### config.mk
export PLATFORM = sky130hd
export DESIGN_NAME = moore_seq_detector
export DESIGN_NICKNAME = d
export VERILOG_FILES = /design/src/rtl/moore_seq_detector.sv
export SDC_FILE = /design/constraint.sdc
export NUM_CORES = 1
export LEC_CHECK = 0
export CORE_AREA = 2 2 39 41
export CTS_CLUSTER_SIZE = 20
export DETAILED_ROUTE_END_ITERATION = 10
export DIE_AREA = 0 0 41 43
export GPL_TIMING_DRIVEN = 0
export PLACE_DENSITY_LB_ADDON = 0.15
export RECOVER_POWER = 100
export SYNTH_ARGS = -nofsm -noshare
export SYNTH_HDL_FRONTEND = slang
export SYNTH_SLANG_ARGS = --single-unit
### constraint.sdc
create_clock -name clk -period 3.1 [get_ports clk]
set_input_delay 0.465 -clock clk [delete_from_list [all_inputs] [get_ports clk]]
set_output_delay 0.465 -clock clk [all_outputs]
set_load 0.02 [all_outputs]
### src/rtl/moore_seq_detector.sv
// Moore serial pattern detector with a saturating match counter.
// Ports:
//   clk       - clock, rising edge
//   rst       - synchronous reset, active-high
//   en        - sample enable; x consumed only when en=1
//   x         - serial input bit
//   clr_cnt   - synchronous clear of match_cnt
//   y         - match flag (state == S_PAT_W)
//   state_o   - current state index
//   match_cnt - saturating match count
//   cnt_sat   - match_cnt is all-ones
module moore_seq_detector #(
  parameter int             PAT_W   = 4,
  parameter logic [PAT_W-1:0] PATTERN = 4'b1011,
  parameter bit             OVERLAP = 1'b1,
  parameter int             CNT_W   = 8,
  localparam int            SW      = $clog2(PAT_W+1)
) (
  input  logic             clk,
  input  logic             rst,
  input  logic             en,
  input  logic             x,
  input  logic             clr_cnt,
  output logic             y,
  output logic [SW-1:0]    state_o,
  output logic [CNT_W-1:0] match_cnt,
  output logic             cnt_sat
);

  localparam int NS = 2**SW;
  localparam logic [SW-1:0] S_FULL =
    SW'(PAT_W);

  // Longest pattern prefix that is a suffix
  // of (first k pattern bits, then b).
  // seq[0] is the newest bit.
  function automatic int calc(
    input int k,
    input bit b
  );
    logic [16:0] seq;
    int best;
    bit ok;
    seq = '0;
    seq[0] = b;
    for (int i = 1; i <= PAT_W; i++) begin
      if (i <= k)
        seq[i] = PATTERN[PAT_W-k+i-1];
    end
    best = 0;
    for (int j = 1; j <= PAT_W; j++) begin
      if (j <= k + 1) begin
        ok = 1'b1;
        for (int i = 0; i < PAT_W; i++) begin
          if (i < j) begin
            if (seq[i] != PATTERN[PAT_W-j+i])
              ok = 1'b0;
          end
        end
        if (ok)
          best = j;
      end
    end
    return best;
  endfunction

  logic [SW-1:0] tbl0 [NS];
  logic [SW-1:0] tbl1 [NS];

  // Full state either keeps its history
  // (overlap) or behaves like S0.
  for (genvar k = 0; k < NS; k++) begin : g_tbl
    if (k <= PAT_W) begin : g_ok
      localparam int K =
        (k == PAT_W) ?
        (OVERLAP ? PAT_W : 0) : k;
      localparam logic [SW-1:0] N0 =
        SW'(calc(K, 1'b0));
      localparam logic [SW-1:0] N1 =
        SW'(calc(K, 1'b1));
      assign tbl0[k] = N0;
      assign tbl1[k] = N1;
    end else begin : g_ill
      assign tbl0[k] = '0;
      assign tbl1[k] = '0;
    end
  end

  logic [SW-1:0] state;
  logic [SW-1:0] state_nxt;
  logic          ill;
  logic          hit;

  always_ff @(posedge clk) begin
    if (rst)
      state <= '0;
    else
      state <= state_nxt;
  end

  assign ill = (state > S_FULL);

  always_comb begin
    state_nxt = state;
    unique case (1'b1)
      !en:
        state_nxt = state;
      en && ill:
        state_nxt = '0;
      en && !ill && x:
        state_nxt = tbl1[state];
      en && !ill && !x:
        state_nxt = tbl0[state];
      default:
        state_nxt = '0;
    endcase
  end

  always_comb begin
    y       = (state == S_FULL);
    state_o = state;
    cnt_sat = &match_cnt;
  end

  // Every enabled edge landing in S_FULL
  // is a new match, including self-loops.
  assign hit = en && (state_nxt == S_FULL);

  always_ff @(posedge clk) begin
    if (rst)
      match_cnt <= '0;
    else if (clr_cnt)
      match_cnt <= '0;
    else if (hit && !cnt_sat)
      match_cnt <= match_cnt + CNT_W'(1);
  end

endmodule

==> results.txt <==
----------------------------------------------------
[Outcome]
  Status ... finished, final reports clean

[Route]
  Met3 routed WL ... roughly 76 µm
  Mean number of vias per cell ... 5.56
  Final ANT Viol Nets ... 0
  Routed met2 length ... 575 µm
  Wire length reported by the detailed router ... approximately 1300 µm
  First-pass iteration count of the detailed router ... 4
  WL met1 ... 599 µm
  DRC Markers ... 0
  DR vias ... 606
  Uppermost metal layer occupied by signal nets ... met4
  Starting DRT DRC Count ... 19
  Post-detailed-route wirelength per cell ... 11.7 µm

[Die]
  Die extent in x ... 41 µm
  Height of the die ... 43 µm
  Effective utilization at floorplan ... 42.0%
  Die ar. ... 1760 µm²
  Placement row count ... 14
  Floorplan core area ... approximately 1400 µm²
  Ports ... 18

[Worst setup path]
  Data required time at the worst endpoint ... roughly 2.6 ns
  Slowest cell on the critical path ... sky130_fd_sc_hd__dlygate4sd3_1
  Endpoint kind of the worst setup timing path ... primary output
  Worst reg-to-reg setup slack ... 1.46 ns
  Worst r2r src ... state_o[0]
  Critical R2R Capture ... match_cnt[1]
  Data arrival time of the critical path ... 1.93 ns
  Delay of the slowest cell on the worst path ... 0.71 ns
  Start-to-end type of the worst setup path ... reg -> out
  Cells along the critical path ... nand4_1 > nor2_1 > dlygate4sd3_1
  Largest fanout on the critical path ... 9
  Startpoint Class ... flip-flop
  Reg2reg path depth ... 5

[Yosys]
  Average size of a mapped cell ... 8.06 µm²
  Most frequently used flop master after synthesis ... sky130_fd_sc_hd__dfxtp_1
  Number of enable flip-flop cells after synthesis ... 0
  Total number of yosys warnings ... 0
  Synth cell types ... 30
  Yosys reg bits ... 11
  Post-synth design cell area ... 581 µm²
  Synthesized Nets ... 78
  Number of cells produced by synthesis ... 72
  Sequential area share after synthesis ... 37.9%
  Proportion of register bits with asynchronous set or reset after synthesis ... 0%
  Library cell with the largest summed area after synthesis ... sky130_fd_sc_hd__dfxtp_1
  Synth top area share ... 37.9%
  Largest cells by area after synthesis ... sky130_fd_sc_hd__dfxtp_1 (38%), sky130_fd_sc_hd__a21oi_1 (6.0%), sky130_fd_sc_hd__nor3_1 (6.0%)

[Power]
  Lkg Pwr ... just under 0.3 nW
  Maximum VDD drop ... 188 µV
  Sum of internal, switching and leakage power ... 263 µW
  PwrDens ... 333 nW/µm²

[Final layout]
  Total area of sequential cells ... 220 µm²
  Commonest non-fill, non-tap cell in the layout ... sky130_fd_sc_hd__dlygate4sd3_1
  Multi-input gate area ... 327 µm²
  Commonest cells after routing, fill and taps aside ... sky130_fd_sc_hd__dlygate4sd3_1 (14), sky130_fd_sc_hd__dfxtp_1 (11), sky130_fd_sc_hd__nor2_1 (7), sky130_fd_sc_hd__nor3_1 (7), sky130_fd_sc_hd__a21oi_1 (7)
  Count of inserted antenna diode cells ... 0
  Filler cells ... between 100 and 150
  Share of post-route cells with drive strength above 1 ... 4.30%
  Area overhead of the layout relative to synthesis ... 36.0%
  Net count, final ... 100

[Global routing]
  GRT Resource Usage Total ... 18.1%
  Number of global-route vias before repair ... roughly 560
  Final global-route overflow total ... 0
  Number of antenna violations at the first check in global routing ... 0
  First-pass GRT wire length ... 2180 µm
  Largest net degree at the start of global routing ... 10

[Min path]
  Hold Path End ... match_cnt[1]
  Number of cells on the worst hold path ... 2
  Class of the most critical hold timing path ... reg -> reg
  Worst Min Path Start ... match_cnt[1]

[Clocking]
  Clock tree from TritonCTS ... built
  Count of H-tree levels built during CTS ... 1
  Insertion delay of the later-clocked pin in the worst-skew pair ... 0.26 ns
  Total setup buffers inserted after CTS ... 0
  Number of buffers inserted during clock tree synthesis ... 3
  Number of cells upsized or downsized after cts ... 0
  CTS root buf ... sky130_fd_sc_hd__clkbuf_4
  Clock Pin Slew Worst Setup and Hold Paths ... 0.07 ns
  Post-CTS Hold Buffers ... 0
  Number of clock sinks ... 11
  Buffer levels on the longest clock path ... 2

[STA]
  Transition time at the pin with the least slew margin ... 0.390 ns
  Clock skew after layout ... roughly 0.0025 ns
  Final hold violation count ... 0
  Max Fclk ... roughly 420 MHz
  Setup slack after layout ... 0.705 ns
  Remaining max-slew budget at the tightest pin ... 73.8%
  Number of setup violations in the final report ... 0
  Fin crit period ... 2.40 ns
  RSZ-0062 raised after global routing ... false
  Sum of negative setup slack ... 0 ns
  Final-report max-slew violation count ... 0
  Final worst-path cycle share ... approximately 77%

[Flow run]
  Max-cap check violation count ... 0

[Placement]
  IO buf count ... 17
  Final GP Congestion ... between 0.7 and 0.8
  Pre-CTS setup slack ... approximately 0.94 ns
  Dpl hpwl ... 945 µm

----------------------------------------------------
-- metrics by stage --
stage,std cells,area (µm²),utilization (%),hold slack [ns]
4_1_cts,109,797,57.6,0.526
3_5_place_dp,105,771,55.7,0.515
5_1_grt,109,790,57.1,0.554
6_report,109,790,57.1,0.523
2_1_floorplan,72,581,-,0.534
3_3_place_gp,105,771,55.7,0.501
-- registers in the layout, summed over array words and instances, names as in the netlist --
name	cells
match_cnt	8
state_o	3
-- cells by family after synthesis --
logic type	share of synthesized area, %
fa+ha+maj	2.15
buf+inv	4.74
compound gates	15.7
mux	1.72
flops	37.9
simple gates	37.7
-- cells in the mapped netlist, types with 2 or more instances --
| cell type | n |
|---|---|
| sky130_fd_sc_hd__dfxtp_1 | 11 |
| sky130_fd_sc_hd__a21oi_1 | 7 |
| sky130_fd_sc_hd__nor2_1 | 7 |
| sky130_fd_sc_hd__nor3_1 | 7 |
| sky130_fd_sc_hd__o21ai_0 | 5 |
| sky130_fd_sc_hd__inv_1 | 4 |
| sky130_fd_sc_hd__and3_1 | 2 |
| sky130_fd_sc_hd__nand2b_1 | 2 |
| sky130_fd_sc_hd__nand3_1 | 2 |
| sky130_fd_sc_hd__nand3b_1 | 2 |
| sky130_fd_sc_hd__nand4_1 | 2 |
| sky130_fd_sc_hd__nor3b_1 | 2 |
| sky130_fd_sc_hd__or2b_1 | 2 |
-- cell type report --
class	instances	share of cell area (%)
Inverter	4	1.90
Timing Repair Buffer	17	21.6
Multi-Input combinational cell	54	41.4
Tap cell	16	2.54
Sequential cell	11	27.9
Buffer	3	1.43
Clock buffer	4	3.33
-- report_power, final --
group          internal [mW]  total, mW  switching (mW)
Clock                 0.0497     0.0946          0.0449
Combinational         0.0120     0.0225          0.0104
Sequential             0.143      0.146         0.00288
Total                  0.205      0.263          0.0582
-- worst max path at each step --
stage / start / to / depth (start not counted)
after CTS: match_cnt[4] / cnt_sat / 3
after global placement: en / match_cnt[5] / 6
after detailed placement: en / match_cnt[1] / 6
after global routing: match_cnt[4] / cnt_sat / 3
after floorplan: state_o[2] / y / 2
final: match_cnt[4] / cnt_sat / 3
-- routing by layer --
metal | global-route usage [%] | vias to the layer above
met2 | 27.5 | 17
met3 | 3.14 | 4
met5 | 0 | -
li1 | - | 310
met4 | 10.0 | 0
met1 | 23.0 | 275
-- critical path, delay by kind of cell, from the launching register on --
kind / cells / cell delay, ns
flops: 1 / 0.47
buf+inv: 1 / 0.71
simple gates: 2 / 0.49
(Power assumes the default switching activity.)
